File: src/rtl/grf_wb_arbiter_pkg.sv
// Shared constants and types for the GRF writeback arbiter.
//   REG_AW / DATA_W      : register address and data widths
//   WB_PORT_PIPE / _MD   : requester indices (main pipeline W stage, mul/div unit)
//   WAIT_W               : width of the starvation counter
//   wb_grant_e           : grant decision of the arbiter
//   wb_req_t             : one writeback request (addr, data, pc)
package grf_wb_arbiter_pkg;

  localparam int unsigned REG_AW = 5;
  localparam int unsigned DATA_W = 32;
  localparam int unsigned WAIT_W = 4;

  localparam logic [0:0] WB_PORT_PIPE = 1'b0;
  localparam logic [0:0] WB_PORT_MD   = 1'b1;

  typedef enum logic [1:0] {
    GntNone = 2'd0,
    GntPipe = 2'd1,
    GntMd   = 2'd2
  } wb_grant_e;

  typedef struct packed {
    logic [REG_AW-1:0] addr;
    logic [DATA_W-1:0] data;
    logic [DATA_W-1:0] pc;
  } wb_req_t;

  // $0 is hard-wired; a write to it is accepted but never enabled.
  function automatic logic wb_writes_reg(input logic [REG_AW-1:0] addr);
    return addr != '0;
  endfunction

endpackage

File: src/rtl/grf_wb_arbiter_if.sv
// Bus bundle between the two writeback requesters, the arbiter and the GRF write port.
//   req0_* : main pipeline W stage request (valid/ready/addr/data/pc)
//   req1_* : mul/div unit request (valid/ready/addr/data/pc)
//   grf_*  : registered GRF write port (we/a3/wd/pc)
//   wait_cnt, conflict_cnt : status counters
// Modports: slave = arbiter side, master = requester/GRF side.
interface grf_wb_arbiter_if #(
  parameter int unsigned CNT_W = 16
);
  import grf_wb_arbiter_pkg::*;

  logic              req0_valid;
  logic              req0_ready;
  logic [REG_AW-1:0] req0_addr;
  logic [DATA_W-1:0] req0_data;
  logic [DATA_W-1:0] req0_pc;

  logic              req1_valid;
  logic              req1_ready;
  logic [REG_AW-1:0] req1_addr;
  logic [DATA_W-1:0] req1_data;
  logic [DATA_W-1:0] req1_pc;

  logic              grf_we;
  logic [REG_AW-1:0] grf_a3;
  logic [DATA_W-1:0] grf_wd;
  logic [DATA_W-1:0] grf_pc;

  logic [WAIT_W-1:0] wait_cnt;
  logic [CNT_W-1:0]  conflict_cnt;

  modport slave (
    input  req0_valid, req0_addr, req0_data, req0_pc,
    input  req1_valid, req1_addr, req1_data, req1_pc,
    output req0_ready, req1_ready,
    output grf_we, grf_a3, grf_wd, grf_pc,
    output wait_cnt, conflict_cnt
  );

  modport master (
    output req0_valid, req0_addr, req0_data, req0_pc,
    output req1_valid, req1_addr, req1_data, req1_pc,
    input  req0_ready, req1_ready,
    input  grf_we, grf_a3, grf_wd, grf_pc,
    input  wait_cnt, conflict_cnt
  );

endinterface

File: src/rtl/grf_wb_arbiter_wb_starve_ctr.sv
// Starvation counter for one low-priority requester.
// Counts consecutive refused cycles (valid && !ready), saturating at MAX_WAIT, and
// raises o_force once the count reaches MAX_WAIT so the arbiter hands that port the grant.
//   clk, reset : clock, synchronous active-high reset
//   i_valid    : requester has a pending request
//   i_ready    : requester was granted this cycle
//   o_cnt      : current refused-cycle count
//   o_force    : requester must win this cycle
module wb_starve_ctr
  import grf_wb_arbiter_pkg::*;
#(
  parameter int unsigned MAX_WAIT = 4
) (
  input  logic              clk,
  input  logic              reset,
  input  logic              i_valid,
  input  logic              i_ready,
  output logic [WAIT_W-1:0] o_cnt,
  output logic              o_force
);

  localparam logic [WAIT_W-1:0] MaxWait = WAIT_W'(MAX_WAIT);

  logic [WAIT_W-1:0] r_cnt;
  logic [WAIT_W-1:0] w_cnt_next;

  // Any accept or a dropped request restarts the count.
  always_comb begin
    w_cnt_next = '0;
    if (i_valid && !i_ready) begin
      w_cnt_next = (r_cnt == MaxWait) ? r_cnt : r_cnt + WAIT_W'(1);
    end
  end

  always_ff @(posedge clk) begin
    if (reset) begin
      r_cnt <= '0;
    end else begin
      r_cnt <= w_cnt_next;
    end
  end

  assign o_cnt   = r_cnt;
  assign o_force = i_valid && (r_cnt == MaxWait);

endmodule

File: src/rtl/grf_wb_arbiter.sv
// Two-port writeback arbiter in front of the single GRF write port.
// Port 0 (pipeline W stage) normally wins; port 1 (mul/div) wins when alone or once it
// has been refused MAX_WAIT cycles in a row. The winning write is registered and shows
// up on the GRF port one cycle after the handshake.
//   clk, reset : clock, synchronous active-high reset
//   bus        : grf_wb_arbiter_if slave modport (requests, readies, GRF port, counters)
module grf_wb_arbiter
  import grf_wb_arbiter_pkg::*;
#(
  parameter int unsigned MAX_WAIT = 4,
  parameter int unsigned CNT_W    = 16
) (
  input logic             clk,
  input logic             reset,
  grf_wb_arbiter_if.slave bus
);

  wb_grant_e         w_grant;
  logic              w_force_md;
  logic              w_both;
  logic [0:0]        w_sel;
  wb_req_t           w_req [2];
  wb_req_t           w_win;

  logic              r_we;
  logic [REG_AW-1:0] r_a3;
  logic [DATA_W-1:0] r_wd;
  logic [DATA_W-1:0] r_pc;
  logic [CNT_W-1:0]  r_conflict_cnt;

  assign w_req[WB_PORT_PIPE] = '{addr: bus.req0_addr, data: bus.req0_data, pc: bus.req0_pc};
  assign w_req[WB_PORT_MD]   = '{addr: bus.req1_addr, data: bus.req1_data, pc: bus.req1_pc};

  assign w_both = bus.req0_valid && bus.req1_valid;

  // No handshake may complete while reset is asserted.
  always_comb begin
    w_grant = GntNone;
    if (!reset) begin
      if (w_both) begin
        w_grant = w_force_md ? GntMd : GntPipe;
      end else if (bus.req0_valid) begin
        w_grant = GntPipe;
      end else if (bus.req1_valid) begin
        w_grant = GntMd;
      end
    end
  end

  assign bus.req0_ready = (w_grant == GntPipe);
  assign bus.req1_ready = (w_grant == GntMd);

  assign w_sel = (w_grant == GntMd) ? WB_PORT_MD : WB_PORT_PIPE;
  assign w_win = w_req[w_sel];

  wb_starve_ctr #(
    .MAX_WAIT (MAX_WAIT)
  ) u_starve_ctr (
    .clk     (clk),
    .reset   (reset),
    .i_valid (bus.req1_valid),
    .i_ready (bus.req1_ready),
    .o_cnt   (bus.wait_cnt),
    .o_force (w_force_md)
  );

  // Address/data/pc follow every accept; we only for real destinations.
  always_ff @(posedge clk) begin
    if (reset) begin
      r_we <= 1'b0;
      r_a3 <= '0;
      r_wd <= '0;
      r_pc <= '0;
    end else if (w_grant != GntNone) begin
      r_we <= wb_writes_reg(w_win.addr);
      r_a3 <= w_win.addr;
      r_wd <= w_win.data;
      r_pc <= w_win.pc;
    end else begin
      r_we <= 1'b0;
    end
  end

  always_ff @(posedge clk) begin
    if (reset) begin
      r_conflict_cnt <= '0;
    end else if (w_both && (r_conflict_cnt != '1)) begin
      r_conflict_cnt <= r_conflict_cnt + CNT_W'(1);
    end
  end

  assign bus.grf_we       = r_we;
  assign bus.grf_a3       = r_a3;
  assign bus.grf_wd       = r_wd;
  assign bus.grf_pc       = r_pc;
  assign bus.conflict_cnt = r_conflict_cnt;

endmodule

File: src/flat_wrapper.sv
// flat-port wrapper written by rule: the top's interface ports become plain ports
module grf_wb_arbiter_flat import grf_wb_arbiter_pkg::*;
#(
  parameter int unsigned MAX_WAIT = 4,
  parameter int unsigned CNT_W    = 16
)
  (clk, reset, bus_req0_valid, bus_req0_addr, bus_req0_data, bus_req0_pc, bus_req1_valid, bus_req1_addr, bus_req1_data, bus_req1_pc, bus_req0_ready, bus_req1_ready, bus_grf_we, bus_grf_a3, bus_grf_wd, bus_grf_pc, bus_wait_cnt, bus_conflict_cnt);
  grf_wb_arbiter_if #(.CNT_W(CNT_W)) bus_i ();
  input logic clk;
  input logic reset;
  input wire logic [$bits(bus_i.req0_valid)-1:0] bus_req0_valid;
  input wire logic [$bits(bus_i.req0_addr)-1:0] bus_req0_addr;
  input wire logic [$bits(bus_i.req0_data)-1:0] bus_req0_data;
  input wire logic [$bits(bus_i.req0_pc)-1:0] bus_req0_pc;
  input wire logic [$bits(bus_i.req1_valid)-1:0] bus_req1_valid;
  input wire logic [$bits(bus_i.req1_addr)-1:0] bus_req1_addr;
  input wire logic [$bits(bus_i.req1_data)-1:0] bus_req1_data;
  input wire logic [$bits(bus_i.req1_pc)-1:0] bus_req1_pc;
  output wire logic [$bits(bus_i.req0_ready)-1:0] bus_req0_ready;
  output wire logic [$bits(bus_i.req1_ready)-1:0] bus_req1_ready;
  output wire logic [$bits(bus_i.grf_we)-1:0] bus_grf_we;
  output wire logic [$bits(bus_i.grf_a3)-1:0] bus_grf_a3;
  output wire logic [$bits(bus_i.grf_wd)-1:0] bus_grf_wd;
  output wire logic [$bits(bus_i.grf_pc)-1:0] bus_grf_pc;
  output wire logic [$bits(bus_i.wait_cnt)-1:0] bus_wait_cnt;
  output wire logic [$bits(bus_i.conflict_cnt)-1:0] bus_conflict_cnt;
  assign bus_i.req0_valid = bus_req0_valid;
  assign bus_i.req0_addr = bus_req0_addr;
  assign bus_i.req0_data = bus_req0_data;
  assign bus_i.req0_pc = bus_req0_pc;
  assign bus_i.req1_valid = bus_req1_valid;
  assign bus_i.req1_addr = bus_req1_addr;
  assign bus_i.req1_data = bus_req1_data;
  assign bus_i.req1_pc = bus_req1_pc;
  assign bus_req0_ready = bus_i.req0_ready;
  assign bus_req1_ready = bus_i.req1_ready;
  assign bus_grf_we = bus_i.grf_we;
  assign bus_grf_a3 = bus_i.grf_a3;
  assign bus_grf_wd = bus_i.grf_wd;
  assign bus_grf_pc = bus_i.grf_pc;
  assign bus_wait_cnt = bus_i.wait_cnt;
  assign bus_conflict_cnt = bus_i.conflict_cnt;
  grf_wb_arbiter #(.MAX_WAIT(MAX_WAIT), .CNT_W(CNT_W)) u_core (.clk(clk), .reset(reset), .bus(bus_i));
endmodule
File: config.mk
export PLATFORM = sky130hd
export DESIGN_NAME = grf_wb_arbiter_flat
export DESIGN_NICKNAME = d
export VERILOG_FILES = /design/src/rtl/grf_wb_arbiter_pkg.sv /design/src/rtl/grf_wb_arbiter_if.sv /design/src/rtl/grf_wb_arbiter_wb_starve_ctr.sv /design/src/rtl/grf_wb_arbiter.sv /design/src/flat_wrapper.sv
export SDC_FILE = /design/constraint.sdc
export NUM_CORES = 1
export LEC_CHECK = 0
export CAP_MARGIN = 10
export CORE_MARGIN = 4
export CORE_UTILIZATION = 30
export CTS_CLUSTER_DIAMETER = 30
export DETAILED_ROUTE_END_ITERATION = 16
export PLACE_DENSITY = 0.76
export SLEW_MARGIN = 30
export SYNTH_ARGS = -nofsm -noshare
export SYNTH_HDL_FRONTEND = slang
export SYNTH_HIERARCHICAL = 1
export SYNTH_SLANG_ARGS = --single-unit
File: constraint.sdc
create_clock -name clk -period 2.8 [get_ports clk]
set_clock_uncertainty 0.15 [all_clocks]
set_input_delay 0.56 -clock clk [delete_from_list [all_inputs] [get_ports clk]]
set_output_delay 0.56 -clock clk [all_outputs]
set_load 0.01 [all_outputs]
==> summary.md, run 1 <==
| Metric | Value |
|---|---|
| CP arrival | `1.99 ns` |
| Diode count | `0` |
| DRT Pass-1 Iters | `9` |
| Grt total ovfl | `0` |
| Share of layout cells above drive strength 1 | `7.11%` |
| Max Buffers Root-to-Sink | `2` |
| Initial antenna violation count | `0` |
| Antenna viol nets, final | `0` |
| Die Ht | `119 µm` |
| Flops & latches, synth | `90` |
| Worst-Margin Slew | `0.778 ns` |
| Placed Instances | `733` |
| Mapped Nets | `521` |
| Final Non-Filler Cells | `752` |
| Max cap viols | `0` |
| Worst vdd ir | `0.000254 V` |
| Die width | `119 µm` |
| CTS root buf | `clkbuf_16` |
| FP Rows | `40` |
| Flop-to-flop setup slack | `0.23 ns` |
| Part of the power in combinational logic | `18.1%` |
| # DRC | `0` |
| Final setup violation count | `0` |
| Yosys warning count | `6` |
| Multi-input logic area | `0.00174 mm²` |
| CTS sink cnt | `90` |
| Startpoint Class | `flip-flop` |
| Internal | `2.44 mW` |
| Main flop type after synthesis | `dfxtp_1` |
| Critical path type | `reg -> out` |
| Leak | `2.38 nW` |
| CP Capture Type | `output pin` |
| Cells after Synth | `376` |
| Clk network pwr share | `38.5%` |
| Unique cell type count in the Yosys netlist | `48` |
| Sequential Area | `0.00180 mm²` |
| H-tree depth | `3` |
| Port buffer count | `233` |
| Asr flop ratio synth | `0%` |
| Syn_area_per_cell | `9.79 µm²` |
| Post-DP HPWL | `9.65 mm` |
| Global Route Usage Sum | `18.3%` |
| Max frequency | `370 MHz` |
| Commonest non-fill, non-tap cells in the layout | `clkdlybuf4s50_1 (230), dfxtp_1 (89), nor2_1 (84)` |
| Vias in the first global route | `4,237` |
| Placed inst area | `0.00616 mm²` |
| Worst-skew pair later-pin latency | `0.34 ns` |
| GP Congestion | `0.799` |
| Core area | `0.0120 mm²` |
| Relative max-transition margin | `48.1%` |
| First-pass GRT wire length | `21.1 mm` |
| Hold Path Class | `reg -> reg` |
| Commonest non-fill, non-tap cell in the layout | `clkdlybuf4s50_1` |
| Die area | `0.0141 mm²` |
| Fill count | `1,058` |
| Tmin final | `2.70 ns` |
| Fin. max-slew vios | `0` |
| TritonCTS clock tree | `built` |
| Hold buffer count at cts | `0` |
| Final Cycle Share | `96.5%` |
| Sequential share of the synthesized area | `49.0%` |
| Switching share of power | `23.6%` |
| Synthesis-to-layout area growth | `76.5%` |
| Number of synthesized flops with an enable pin | `0` |
| # IOs | `234` |
| Vias/cell | `5.50` |
| Initial DRC count | `587` |
| CP required | `2.09 ns` |
| Wire per inst | `17.9 µm` |
| Sequential power share | `43.3%` |
| Via count | `4,138` |
| P per Cell Area | `492 mW/mm²` |
| Mapped cell area | `0.00368 mm²` |
| Final instance area | `0.00649 mm²` |
| Cts bufs inserted | `9` |
| Maximum number of pins on one net before global-route repair | `73` |
| Worst-path clk slew | `0.06 ns` |
| CP Max Fanout | `5` |
| Initial Util | `30.6%` |
| Final WL | `13.5 mm` |
| Switch Pwr | `755 µW` |
| Hold_ws | `0.351 ns` |
| Status | `finished, final reports clean` |
| Final Hold Fails | `0` |
| Nets@finish | `745` |
stage by stage:
stage | util [%] | power [mW] | setup WS [ns] | setup TNS, ns
finish | 54.1 | 3.20 | 0.0990 | 0
global route | 54.1 | 3.34 | -0.00766 | -0.00766
CTS | 53.9 | 3.23 | 0.00699 | 0
detailed placement | 51.3 | 1.99 | -0.0828 | -0.687
global placement | 51.3 | 1.98 | -0.0394 | -0.146
floorplan | - | 1.60 | 0.515 | 0
final timing paths:
kind	cells after the start	to	from
worst min register to register	2	u_core/bus.grf_wd[16]	u_core/bus.grf_wd[16]
worst max register to register	9	u_core/bus.grf_wd[31]	u_core/u_starve_ctr/o_cnt[1]
worst max-delay path	7	bus_req0_ready	u_core/u_starve_ctr/o_cnt[1]
worst min-delay path	2	u_core/bus.grf_wd[16]	u_core/bus.grf_wd[16]
synth_stat cells, types with 2 or more instances:
master | n | share of area [%]
buf_2 | 4 | 0.54
nand4_4 | 2 | 1.2
nor2b_1 | 2 | 0.34
o211ai_1 | 2 | 0.41
a31oi_1 | 2 | 0.34
buf_1 | 2 | 0.20
inv_1 | 9 | 0.92
nor4_4 | 2 | 1.2
clkbuf_1 | 27 | 2.8
nor2_1 | 85 | 8.7
o211a_1 | 2 | 0.54
o21ai_1 | 2 | 0.27
mux2i_1 | 8 | 2.2
and3_1 | 2 | 0.34
a211oi_1 | 8 | 1.6
o31ai_1 | 5 | 1.0
nand3_1 | 3 | 0.41
ha_1 | 3 | 1.0
nand4_1 | 3 | 0.51
a222oi_1 | 64 | 17
nor4_1 | 3 | 0.51
nand2_1 | 7 | 0.71
a21oi_1 | 9 | 1.2
or4_1 | 6 | 1.2
mux2_1 | 2 | 0.61
dfxtp_1 | 90 | 49
final cells by class:
class | instances | share of cell area (%)
Inverter | 10 | 0.578
Clock inverter | 4 | 0.771
Multi-Input combinational cell | 243 | 26.8
Clock buffer | 12 | 3.95
Timing Repair Buffer | 246 | 37.4
Tap cell | 147 | 2.83
Sequential cell | 90 | 27.8
registers in the layout, indices dropped and copies added, names as in the netlist:
signal                     flops
u_core/u_starve_ctr/o_cnt      4
u_core/bus.grf_a3              5
u_core/bus.grf_we              1
u_core/bus.conflict_cnt       16
u_core/bus.grf_wd             32
u_core/bus.grf_pc             32
per-layer routing:
layer | up-vias | track usage [%] | share of wire, %
li1 | 1930 | - | -
met1 | 1954 | 21.7 | 40
met2 | 231 | 30.9 | 49
met3 | 23 | 5.45 | 8.7
met4 | 0 | 7.17 | 2.4
met5 | - | 0 | 0
cell families after synthesis:
logic type | count (synthesis) | synth area share (%)
flip-flops | 90 | 49.0
multiplexers | 10 | 2.79
AO/OA/AOI/OAI | 104 | 25.2
adder cells (fa/ha/maj) | 3 | 1.02
buffers and inverters | 43 | 4.52
XOR/XNOR | 1 | 0.238
AND/OR/NAND/NOR | 125 | 17.3
power by group through the flow:
stage / combinational (mW) / sequential [mW] / clock, mW
finish: 0.580 / 1.39 / 1.23
global route: 0.620 / 1.39 / 1.33
CTS: 0.582 / 1.38 / 1.27
detailed placement: 0.578 / 1.41 / 0
global placement: 0.569 / 1.41 / 0
floorplan: 0.166 / 1.44 / 0
critical path: stages, from the launching register on:
cell           delay (ns)
dfxtp_1              0.40
inv_1                0.07
ha_1                 0.21
nand3b_1             0.16
nor2_2               0.07
buf_4                0.14
a211oi_4             0.26
dlygate4sd2_1        0.33
what timing repair did:
action / CTS / global route
endpoints found under the setup margin: 2 / 2
setup buffers: 1 / 2
gates resized for setup: 2 / 2
pin swaps: 1 / 1
endpoints found under the hold margin: 0 / 0
Power figures use the tool's default switching activity.
==> run 2: changes to the inputs <==
- clock period: 2.8 -> 2.7 ns (I/O delays scaled with it)
==> summary.md, run 2 (synthesis gave the netlist of run 1 again) <==
| Metric | Value |
|---|---|
| Status | `finished, final reports clean` |
| Startpoint Class | `flip-flop` |
| CTS root buf | `clkbuf_16` |
| H-tree depth | `3` |
| Die width | `119 µm` |
| Critical-path cell list | `inv_1 > ha_1 > nand3b_1 > nor2_2 > buf_4 > a211oi_4 > clkbuf_2` |
| CTS sink cnt | `90` |
| Hold buffer count at cts | `0` |
| GP Congestion | `0.796` |
| Relative max-transition margin | `48.0%` |
| Global Route Usage Sum | `18.0%` |
| # IOs | `234` |
| Worst vdd ir | `0.000276 V` |
| Initial Util | `30.6%` |
| Placed Instances | `733` |
| Worst-skew pair later-pin latency | `0.33 ns` |
| Diode count | `0` |
| Final setup violation count | `0` |
| Die Ht | `119 µm` |
| Grt total ovfl | `0` |
| Antenna viol nets, final | `0` |
| CP Max Fanout | `5` |
| Port buffer count | `233` |
| Nets@finish | `744` |
| P per Cell Area | `495 mW/mm²` |
| Vias in the first global route | `4,199` |
| TritonCTS clock tree | `built` |
| Commonest non-fill, non-tap cell in the layout | `clkdlybuf4s50_1` |
| FP Rows | `40` |
| Maximum number of pins on one net before global-route repair | `73` |
| Share of layout cells above drive strength 1 | `6.80%` |
| Placed inst area | `0.00616 mm²` |
| Hold Path Class | `reg -> reg` |
| Cts bufs inserted | `9` |
| Synthesis-to-layout area growth | `75.2%` |
| Final Non-Filler Cells | `750` |
| Die area | `0.0141 mm²` |
| Leak | `2.35 nW` |
| RSZ-0062 raised after global routing | `no` |
| Critical path type | `reg -> out` |
| Critical path's slowest cell | `dfxtp_1` |
| Max Buffers Root-to-Sink | `2` |
| Post-DP HPWL | `9.61 mm` |
| Worst-Margin Slew | `0.780 ns` |
| Worst-path clk slew | `0.06 ns` |
| CP required | `2.01 ns` |
| First-pass GRT wire length | `20.8 mm` |
| Final instance area | `0.00645 mm²` |
| CP arrival | `1.82 ns` |
| Tmin final | `2.51 ns` |
| Vias/cell | `5.55` |
| Final WL | `13.3 mm` |
| Max frequency | `399 MHz` |
| Via count | `4,166` |
| Initial DRC count | `558` |
| Commonest non-fill, non-tap cells in the layout | `clkdlybuf4s50_1 (230), dfxtp_1 (89), nor2_1 (84)` |
| Core area | `0.0120 mm²` |
| Max cap viols | `0` |
| Fill count | `1,068` |
| DRT Pass-1 Iters | `7` |
| Initial antenna violation count | `0` |
| Delay of the slowest cell on the worst path | `0.40 ns` |
| Final Hold Fails | `0` |
| Fin. max-slew vios | `0` |
| CP Capture Type | `output pin` |
| # DRC | `0` |
| Wire per inst | `17.7 µm` |
| Final Cycle Share | `92.8%` |
-- run 2: cell count changes in the layout (fill, tap and decap cells not counted) --
cell	before	now
clkbuf_1	1	2
clkinvlp_4	2	1
clkbuf_2	0	1
bufinv_16	1	0
dlymetal6s2s_1	1	0
buf_4	13	12
-- run 2: where the power goes --
part	internal [mW]	switching (mW)
Combinational	0.371	0.229
Clock	0.668	0.488
Sequential	1.40	0.0411
-- run 2: area by class of cell --
cell class	count	area, µm²	area share (%)
inverters	10	37.5	0.582
clock buffers	13	260	4.04
repair buffers	245	2410	37.4
clock inverters	2	12.5	0.194
flip-flops and latches	90	1800	28.0
multi-input cells	243	1740	27.0
well taps	147	184	2.85
-- run 2: final timing paths --
check | cells past startpoint | from | to | slack, ns
setup / recovery | 7 | u_core/u_starve_ctr/o_cnt[1] | bus_req0_ready | 0.19
hold / removal | 2 | u_core/bus.grf_wd[15] | u_core/bus.grf_wd[15] | 0.35
setup reg to reg | 9 | u_core/u_starve_ctr/o_cnt[1] | u_core/bus.grf_pc[24] | 0.21
hold reg to reg | 2 | u_core/bus.grf_wd[15] | u_core/bus.grf_wd[15] | 0.35
-- run 2: critical path: cells and delay by family (launching register included) --
| family | cells | cell delay, ns |
|---|---|---|
| buf+inv | 3 | 0.39 |
| compound gates | 1 | 0.25 |
| simple gates | 2 | 0.23 |
| fa+ha+maj | 1 | 0.21 |
| flops | 1 | 0.40 |
-- run 2: per-stage QoR --
step	total power [mW]	util, %	hold WS (ns)	TNS [ns]	setup slack (ns)
floorplan	1.66	-	0.370	0	0.415
global placement	2.05	51.3	0.326	-3.83	-0.109
detailed placement	2.06	51.3	0.336	-3.21	-0.130
CTS	3.23	53.7	0.354	0	0.0484
global route	3.34	53.7	0.384	0	0.0318
finish	3.19	53.7	0.350	0	0.195
-- run 2: timing repair --
item                                    in CTS  in global routing
pin swaps                                    1                  0
resized for setup                            4                  2
endpoints found under the hold margin        0                  0
cloned                                       0                  0
setup buffers                                2                  0
endpoints found under the setup margin       2                  1
-- run 2: layer usage --
metal  GRT usage (%)  share of wire [%]  vias up
met3            5.74                8.9       16
met4            6.37                1.4        0
met2            30.6                 50      215
met1            21.2                 39     2001
met5               0                  0        -
li1                -                  -     1934
